===== src/rtl/seq_detector_param_if.sv =====
// Bus for the serial pattern detector: qualified serial input and controls
// toward the detector, registered match status back from it.
interface seq_detector_param_if #(
    parameter int ST_W  = 2,
    parameter int CNT_W = 8
);
    logic             din_valid;
    logic             din;
    logic             overlap_en;
    logic             clear;
    logic             match;
    logic [ST_W-1:0]  state_o;
    logic [CNT_W-1:0] match_cnt;
    logic             cnt_sat;

    modport master (
        output din_valid, din, overlap_en, clear,
        input  match, state_o, match_cnt, cnt_sat
    );

    modport slave (
        input  din_valid, din, overlap_en, clear,
        output match, state_o, match_cnt, cnt_sat
    );
endinterface


===== src/rtl/seq_detector_param.sv =====
// Parametrised serial pattern detector with an elaboration-time KMP fallback
// table, runtime overlap mode and a saturating match counter.
module seq_detector_param #(
    parameter int                 PAT_LEN = 4,
    parameter logic [PAT_LEN-1:0] PATTERN = 4'b1011,
    parameter int                 CNT_W   = 8,
    parameter int                 ST_W    = $clog2(PAT_LEN)
) (
    input  logic                clk,
    input  logic                rst,
    seq_detector_param_if.slave bus
);

    // Table is indexed by {state, bit}; unreachable state codes fall back to S_0.
    localparam int               TBL_N    = 2 << ST_W;
    localparam logic [ST_W-1:0]  LAST_ST  = ST_W'(PAT_LEN - 1);
    localparam logic             LAST_BIT = PATTERN[0];

    if (PAT_LEN < 2 || PAT_LEN > 16) begin : g_bad_pat_len
        $error("seq_detector_param: PAT_LEN must be in 2..16");
    end
    if (CNT_W < 1) begin : g_bad_cnt_w
        $error("seq_detector_param: CNT_W must be at least 1");
    end

    // Longest suffix of (prefix_k, b) that is a pattern prefix, capped below PAT_LEN.
    function automatic logic [TBL_N*ST_W-1:0] build_next_tbl();
        logic [TBL_N*ST_W-1:0] tbl;
        logic [PAT_LEN-1:0]    seq;
        int                    best;
        logic                  hit;
        tbl = '0;
        for (int k = 0; k < PAT_LEN; k++) begin
            for (int b = 0; b < 2; b++) begin
                seq = '0;
                for (int j = 0; j < k; j++) begin
                    seq[j] = PATTERN[PAT_LEN-1-j];
                end
                seq[k] = b[0];
                best = 0;
                for (int len = 1; (len <= k + 1) && (len < PAT_LEN); len++) begin
                    hit = 1'b1;
                    for (int m = 0; m < len; m++) begin
                        if (seq[k+1-len+m] != PATTERN[PAT_LEN-1-m]) begin
                            hit = 1'b0;
                        end
                    end
                    if (hit) begin
                        best = len;
                    end
                end
                tbl[(2*k+b)*ST_W +: ST_W] = best[ST_W-1:0];
            end
        end
        return tbl;
    endfunction

    localparam logic [TBL_N*ST_W-1:0] NEXT_TBL = build_next_tbl();

    logic [ST_W-1:0]  state_q, state_d;
    logic             match_q, match_d;
    logic [CNT_W-1:0] cnt_q,   cnt_d;
    logic             sat_q,   sat_d;
    logic [ST_W:0]    idx_s;
    logic [ST_W-1:0]  nxt_s;
    logic             hit_s;

    // Next-state, match pulse and counter update for one clock.
    always_comb begin
        idx_s   = {state_q, bus.din};
        nxt_s   = NEXT_TBL[int'(idx_s)*ST_W +: ST_W];
        hit_s   = (state_q == LAST_ST) && (bus.din == LAST_BIT);
        state_d = state_q;
        match_d = 1'b0;
        cnt_d   = cnt_q;
        if (bus.clear) begin
            state_d = '0;
            cnt_d   = '0;
        end else if (bus.din_valid) begin
            if (hit_s) begin
                match_d = 1'b1;
                state_d = bus.overlap_en ? nxt_s : '0;
                cnt_d   = sat_q ? cnt_q : cnt_q + CNT_W'(1);
            end else begin
                state_d = nxt_s;
            end
        end else begin
            state_d = state_q;
        end
        sat_d = &cnt_d;
    end

    // State and status registers.
    always_ff @(posedge clk or posedge rst) begin
        if (rst) begin
            state_q <= '0;
            match_q <= 1'b0;
            cnt_q   <= '0;
            sat_q   <= 1'b0;
        end else begin
            state_q <= state_d;
            match_q <= match_d;
            cnt_q   <= cnt_d;
            sat_q   <= sat_d;
        end
    end

    assign bus.state_o   = state_q;
    assign bus.match     = match_q;
    assign bus.match_cnt = cnt_q;
    assign bus.cnt_sat   = sat_q;

endmodule


===== src/flat_wrapper.sv =====
// flat-port wrapper written by rule: the top's interface ports become plain ports
module seq_detector_param_flat 
#(
    parameter int                 PAT_LEN = 4,
    parameter logic [PAT_LEN-1:0] PATTERN = 4'b1011,
    parameter int                 CNT_W   = 8,
    parameter int                 ST_W    = $clog2(PAT_LEN)
)
  (clk, rst, bus_din_valid, bus_din, bus_overlap_en, bus_clear, bus_match, bus_state_o, bus_match_cnt, bus_cnt_sat);
  seq_detector_param_if #(.ST_W(ST_W), .CNT_W(CNT_W)) bus_i ();
  input  logic clk;
  input  logic rst;
  input wire logic [$bits(bus_i.din_valid)-1:0] bus_din_valid;
  input wire logic [$bits(bus_i.din)-1:0] bus_din;
  input wire logic [$bits(bus_i.overlap_en)-1:0] bus_overlap_en;
  input wire logic [$bits(bus_i.clear)-1:0] bus_clear;
  output wire logic [$bits(bus_i.match)-1:0] bus_match;
  output wire logic [$bits(bus_i.state_o)-1:0] bus_state_o;
  output wire logic [$bits(bus_i.match_cnt)-1:0] bus_match_cnt;
  output wire logic [$bits(bus_i.cnt_sat)-1:0] bus_cnt_sat;
  assign bus_i.din_valid = bus_din_valid;
  assign bus_i.din = bus_din;
  assign bus_i.overlap_en = bus_overlap_en;
  assign bus_i.clear = bus_clear;
  assign bus_match = bus_i.match;
  assign bus_state_o = bus_i.state_o;
  assign bus_match_cnt = bus_i.match_cnt;
  assign bus_cnt_sat = bus_i.cnt_sat;
  seq_detector_param #(.PAT_LEN(PAT_LEN), .PATTERN(PATTERN), .CNT_W(CNT_W), .ST_W(ST_W)) u_core (.clk(clk), .rst(rst), .bus(bus_i));
endmodule

===== config.mk =====
export PLATFORM = sky130hd
export DESIGN_NAME = seq_detector_param_flat
export DESIGN_NICKNAME = d
export VERILOG_FILES = /design/src/rtl/seq_detector_param_if.sv /design/src/rtl/seq_detector_param.sv /design/src/flat_wrapper.sv
export SDC_FILE = /design/constraint.sdc
export NUM_CORES = 1
export LEC_CHECK = 0
export CELL_PAD_IN_SITES_DETAIL_PLACEMENT = 1
export CELL_PAD_IN_SITES_GLOBAL_PLACEMENT = 2
export CORE_AREA = 2 2 49 51
export CTS_BUF_LIST = sky130_fd_sc_hd__clkbuf_2 sky130_fd_sc_hd__clkbuf_4 sky130_fd_sc_hd__clkbuf_8
export CTS_CLUSTER_SIZE = 8
export DETAILED_ROUTE_END_ITERATION = 8
export DIE_AREA = 0 0 51 53
export GPL_TIMING_DRIVEN = 0
export PLACE_DENSITY_LB_ADDON = 0.1
export SETUP_SLACK_MARGIN = 0.5
export SYNTH_ARGS = -nofsm -noshare
export SYNTH_HDL_FRONTEND = slang
export SYNTH_SLANG_ARGS = --single-unit

===== constraint.sdc =====
create_clock -name clk -period 3.4 [get_ports clk]
set_input_delay 0.51 -clock clk [delete_from_list [all_inputs] [get_ports clk]]
set_output_delay 0.51 -clock clk [all_outputs]
set_load 0.01 [all_outputs]

==> metrics.md, run 1 <==
| Metric | Value |
|---|---|
| Status | completed |
| Syn_nets | 73 |
| Fin. Hold Viols | 0 |
| Hold Crit Class | in -> async |
| Antenna-violating nets left | 0 |
| Clock latency on the worst-skew pair | 270 ps |
| Crit path DAT | 2190 ps |
| Vias | 562 |
| IO Pins | 18 |
| Crit path max fanout | 5 |
| Final min period | 2020 ps |
| Final nets | 95 |
| First-pass GRT wire length | 2.70 mm |
| Cell count after synthesis | 65 |
| Skew final | 3.96 ps |
| Die Ht | 53 um |
| Maxcap violations | 0 |
| Clock share of power | 35.5% |
| Max_slew headroom | 67.3% |
| Slew Viols, Final | 0 |
| Cts bufs inserted | 3 |
| Largest net degree at the start of global routing | 13 |
| Final Hold Slack | 549 ps |
| GR peak layer | met2 |
| Average wire per standard cell | 13.8 um |
| Met3 Track Usage GR | 3.39% |
| Core Area | 2150 um^2 |
| Drt first pass iters | 4 |
| Fill count | 254 |
| Num Clock Sinks | 12 |
| Cell Area, Synth | 646 um^2 |
| Post-detail-place hpwl | 1.12 mm |
| Internal Power | 0.000193 W |
| Setup TNS | 0 ps |
| Post-synthesis cell type count | 23 |
| Crit-path max cell delay | 560 ps |
| Seq/Total Area, Yosys | 46.5% |
| Final worst-path cycle share | 59.4% |
| Worst-path clk slew | 80 ps |
| IO buf count | 17 |
| Critical path class | in -> reg |
| TritonCTS clock tree | yes |
| Final instance count without filler cells | 113 |
| Met2 Track Usage GR | 22.9% |
| Switching Share | 23.9% |
| Overall Power | 0.000254 W |
| FMAX | 495 MHz |
| Placed insts | 110 |
| Die ar. | 2700 um^2 |
| Top cell family by delay on the critical path | compound AO/OA/AOI/OAI gates |
| Synth area leader | dfrtp_1 |
| Critical path startpoint category | input port |
| Leak | 0.374 nW |
| Measured slew at the worst slew-check pin | 490 ps |
| Comb pwr share | 7.5% |
| Fraction of layout instances using a drive strength above 1 | 7.06% |
| Hold_buf cts | 0 |
| Diode count | 0 |
| Initial antenna violation count | 0 |
| Top post-synthesis cells by area | dfrtp_1, xnor2_1, nor2_1 |
| Post-CTS Setup Inserts | 0 |
| Post-synth top area share | 46.5% |
| P per Cell Area | 291 nW/um^2 |
| Synthesis-stage register bit count | 12 |
| Worst Path Required | 3570 ps |
| Via/cell ratio | 4.97 |
| Sequential share of power | 57.0% |
| Crit end category | flip-flop |
| Worst setup margin | 1380 ps |
| Setup-failing EPs final | 0 |
| Layout area overhead | 35.3% |
| Number of global-route vias before repair | 595 |
| Root Buffer | clkbuf_4 |
| VDD IR max | 0.000147 V |
| H-Tree Depth | 1 |
| CP Cell Sequence | clkdlybuf4s50_1, nand4_2, or3_1, a211o_1, a2111oi_2 |
| R2R Setup Slk | 1630 ps |
| Worst slack, placed | 1050 ps |
| DRC | 0 |
| Cell Rows | 17 |
| CP max-delay cell | clkdlybuf4s50_1 |
| Mapped Avg Cell Area | 9.93 um^2 |
| Cts repair resizes | 0 |
| Syn. warnings | 0 |
| Overall Global Routing Usage | 13.9% |
| Grt met1 use | 17.5% |
| NetSw | 0.0000607 W |
| DRT iter0 DRCs | 4 |
| RSZ-0062 raised after global routing | false |
| Max Root-Sink Buffers | 2 |
| RePlAce Congestion | 0.678 |
| Die Width | 51 um |
| Overflow left after global routing | 0 |
| CP Buf/Inv Count | 1 |
| Initial Utilization | 30.1% |
| Routed wire length | 1.56 mm |
[per-stage QoR]
step,utilization [%],instance area (um^2)
after floorplan,-,646
after global placement,39.6,851
after detailed placement,39.6,851
after CTS,40.7,873
after global routing,40.7,873
final,40.7,873
[final cells by class]
type                    instances  area [um^2]  area share, %
multi-input cells              48          327           37.4
flip-flops and latches         12          300           34.4
repair buffers                 17          170           19.5
well taps                      28         35.0           4.01
clock buffers                   3         22.5           2.58
inverters                       3         11.3           1.29
plain buffers                   2         7.51          0.860
[routing by layer]
metal / vias up / part of all wire (%)
li1: 274 / -
met1: 275 / 48
met2: 9 / 48
met3: 4 / 3.0
met4: 0 / 1.8
met5: - / 0
[cells in the final DEF, fill, tap and decap left out]
master	n
nor3b_1	1
nor2b_1	1
xnor2_1	6
nand4_2	1
and4b_1	1
nand4b_4	1
a211o_1	1
ha_1	2
nor2_1	10
clkbuf_4	3
nor4b_1	2
o211ai_1	1
or3_1	2
dfrtp_1	12
a21oi_1	3
a2111oi_2	1
o22ai_1	1
nand2_1	5
inv_1	3
nor3_1	2
clkdlybuf4s50_1	17
o21ai_0	4
nand3b_1	1
nand4_1	2
clkbuf_1	2
[final timing paths]
kind                                         startpoint  cells after the start                       to
worst min-delay path                                rst                      2         u_core.bus.match
worst min register to register  u_core.bus.match_cnt[7]                      2  u_core.bus.match_cnt[7]
worst max register to register       u_core.bus.cnt_sat                      4       u_core.bus.cnt_sat
min in group clk                u_core.bus.match_cnt[7]                      2  u_core.bus.match_cnt[7]
max in group asynchronous                           rst                      2  u_core.bus.match_cnt[4]
worst max-delay path                      bus_din_valid                      5       u_core.bus.cnt_sat
[power groups by stage]
stage | sequential, W | combinational (W) | clock (W)
after floorplan | 0.000148 | 0.00000702 | 0
after global placement | 0.000148 | 0.0000194 | 0
after detailed placement | 0.000148 | 0.0000198 | 0
after CTS | 0.000145 | 0.0000198 | 0.0000919
after global routing | 0.000145 | 0.0000219 | 0.0000999
final | 0.000145 | 0.0000190 | 0.0000902
[state kept, by name, indices dropped and copies added (netlist names)]
signal,count
u_core.bus.match,1
u_core.bus.match_cnt,8
u_core.bus.state_o,2
u_core.bus.cnt_sat,1
[Yosys cell counts]
| cell | number |
|---|---|
| nor3b_1 | 1 |
| nand3b_1 | 1 |
| a211o_1 | 1 |
| nand2_1 | 5 |
| ha_1 | 2 |
| o21ai_0 | 4 |
| clkbuf_1 | 2 |
| nand4b_4 | 1 |
| nor3_1 | 2 |
| inv_1 | 3 |
| nand4_2 | 1 |
| o22ai_1 | 1 |
| or3_1 | 2 |
| and4b_1 | 1 |
| a2111oi_2 | 1 |
| xnor2_1 | 6 |
| nor4b_1 | 2 |
| nor2b_1 | 1 |
| o211ai_1 | 1 |
| dfrtp_1 | 12 |
| nor2_1 | 10 |
| nand4_1 | 2 |
| a21oi_1 | 3 |
[kinds of logic after synthesis]
kind of cell,count (synthesis),share of synthesized area [%]
simple gates,29,27.3
buf+inv,5,2.91
fa+ha+maj,2,3.88
compound gates,11,11.2
xor+xnor,6,8.14
flops,12,46.5
Note: power is estimated with default switching activity, not from simulation.
==> run 2: changes to the inputs <==
Settings changed: CORE_AREA 2 2 49 51 to 2 2 51 53, DIE_AREA 0 0 51 53 to 0 0 53 55.
Clock period 3.4 ns to 2.1 ns, I/O delays scaled along.
==> run 2 against run 1 <==
First-iteration DRC count fell by 100%; core utilization rose by 2.0 points; sequential power rose by 62%; largest power group unchanged.
==> metrics.md, run 2 (synthesized netlist as in run 1, its figures left out) <==
| Metric | Value |
|---|---|
| Skew final | 8.23 ps (+4.27 ps) |
| Hold Crit Class | in -> async |
| Layout area overhead | 56.4% |
| Top cell family by delay on the critical path | buffers and inverters |
| Post-layout util | 42.7% (+2.0 points) |
| Critical path startpoint category | flip-flop |
| Final min period | 1580 ps |
| Largest register FFs | 8 (unchanged) |
| DRC | 0 (unchanged) |
| RePlAce Congestion | 0.678 (about the same) |
| Cell Area, Placed | 855 um^2 (+0.44%) |
| Overflow left after global routing | 0 (unchanged) |
| Metal2 WL | 819 um (+11%) |
| Number of global-route vias before repair | 603 (+1.3%) |
| Fraction of layout instances using a drive strength above 1 | 28.9% (+22 points) |
| Average wire per standard cell | 13.0 um (-5.5%) |
| Routed wire length | 1.66 mm (+6.2%) |
| First-pass GRT wire length | 2.87 mm (+6.1%) |
| Die ar. | 2920 um^2 (+7.8%) |
| Crit-path max cell delay | 560 ps (about the same) |
| Top sig layer | met4 |
| Antenna-violating nets left | 0 (unchanged) |
| Overall Global Routing Usage | 14.1% (+0.22 points) |
| Worst-path clk slew | 80 ps (about the same) |
| Measured slew at the worst slew-check pin | 486 ps (-3.37 ps) |
| Num Clock Sinks | 12 (unchanged) |
| Diode count | 0 (unchanged) |
| Final Hold Slack | 347 ps (-202 ps) |
| Max_slew headroom | 67.5% (+0.22 points) |
| Critical path class | reg -> out |
| VDD IR max | 0.000286 V (+94%) |
| Setup-failing EPs final | 0 (unchanged) |
| Initial antenna violation count | 0 (unchanged) |
| Overall Power | 0.000436 W (+71%) |
| Root Buffer | clkbuf_4 |
| Max Root-Sink Buffers | 2 (unchanged) |
| IO buf count | 17 (unchanged) |
| CP max-delay cell | clkdlybuf4s50_1 |
| Worst Path Required | 1780 ps (-1790 ps) |
| H-Tree Depth | 1 (unchanged) |
| Crit end category | primary output |
| Fin. Hold Viols | 0 (unchanged) |
| Leading cell type in the layout, fill and taps excluded | buf_4 |
| Die Width | 53 um (+3.9%) |
| Clock latency on the worst-skew pair | 280 ps (about the same) |
| Cell Rows | 18 (+1) |
| Leak | 0.487 nW (+30%) |
| TritonCTS clock tree | yes |
| CP Cell Sequence | clkdlybuf4s50_1 |
| Slew Viols, Final | 0 (unchanged) |
| WL met1 | 726 um (-2.2%) |
| Largest net degree at the start of global routing | 13 (unchanged) |
| Final worst-path cycle share | 75.0% |
| Drt first pass iters | 1 (-3) |
| Most frequent cells in the layout | buf_4, clkdlybuf4s50_1, nor2_1 |
| Vias | 607 (+8.0%) |
| Core Area | 2360 um^2 (+10%) |
| Crit path max fanout | 3 (-2) |
| DRT iter0 DRCs | 0 (-4) |
| FMAX | 635 MHz |
| Die Ht | 55 um (+3.8%) |
| Crit path DAT | 1260 ps (-930 ps) |
| IO Pins | 18 (unchanged) |
| Status | completed |
| Post-detail-place hpwl | 1.16 mm (+3.6%) |
| CP Buf/Inv Count | 1 (unchanged) |
| P per Cell Area | 431 nW/um^2 (+48%) |
| RSZ-0062 raised after global routing | true |
| Maxcap violations | 0 (unchanged) |
| Initial Utilization | 27.3% (-2.8 points) |
| Via/cell ratio | 4.78 (-3.9%) |
| DR WL met3 | 86 um (+83%) |
| Final nets | 106 (+12%) |
| Final instance area | 1010 um^2 (+16%) |
| Cts bufs inserted | 3 (unchanged) |
| Hold_buf cts | 0 (unchanged) |
## run 2: changes by cell type in the layout (fill, tap and decap cells not counted), sizes merged
cell	previous run	this run
buf	0	12
clkdlybuf4s50	17	11
dlygate4sd2	0	3
dlymetal6s2s	0	3
## run 2: final timing paths
check / start / end / slack [ps] / cells past startpoint
setup / recovery: u_core.bus.state_o[0] / bus_state_o[0] / 520 / 1
hold / removal: rst / u_core.bus.match_cnt[6] / 350 / 2
setup reg to reg: u_core.bus.cnt_sat / u_core.bus.cnt_sat / 540 / 4
hold reg to reg: u_core.bus.match_cnt[6] / u_core.bus.match_cnt[6] / 580 / 2
max in group asynchronous: rst / u_core.bus.match_cnt[3] / 1390 / 2
min in group clk: bus_din / u_core.bus.state_o[0] / 510 / 4
## run 2: area by class of cell
cell class / instances / area, um^2
buffer: 2 / 11.3
clock buffer: 4 / 30.0
fill: 283 / 1360
inverter: 3 / 11.3
multi-input combinational: 48 / 355
sequential: 12 / 308
tap: 30 / 37.5
timing repair buffer: 28 / 256
## run 2: through the flow
step | setup WS [ps] | setup TNS [ps] | std cells
CTS | 467 | 0 | 123
detailed placement | -47.0 | -47.0 | 112
floorplan | 555 | 0 | 65
finish | 524 | 0 | 127
global route | 454 | 0 | 127
global placement | -22.4 | -22.4 | 112
## run 2: report_power, final
| part | leakage [nW] | switching [W] | internal (W) | total, W |
|---|---|---|---|---|
| Clock | 0.0184 | 0.0000816 | 0.0000867 | 0.000168 |
| Combinational | 0.312 | 0.0000178 | 0.0000149 | 0.0000326 |
| Sequential | 0.157 | 0.00000223 | 0.000232 | 0.000235 |
| Total | 0.487 | 0.000102 | 0.000334 | 0.000436 |
## run 2: layer usage
layer  track usage, %  vias up
li1                 -      293
met1             17.4      297
met2             22.5       13
met3             5.65        4
met4             5.13        0
met5                0        -
## run 2: what timing repair did
action | 4_1_cts | 5_1_grt
cloned | 0 | 0
setup endpoints to repair | 10 | 10
setup buffers | 7 | 4
pin swaps | 0 | 1
gates resized for setup | 13 | 6
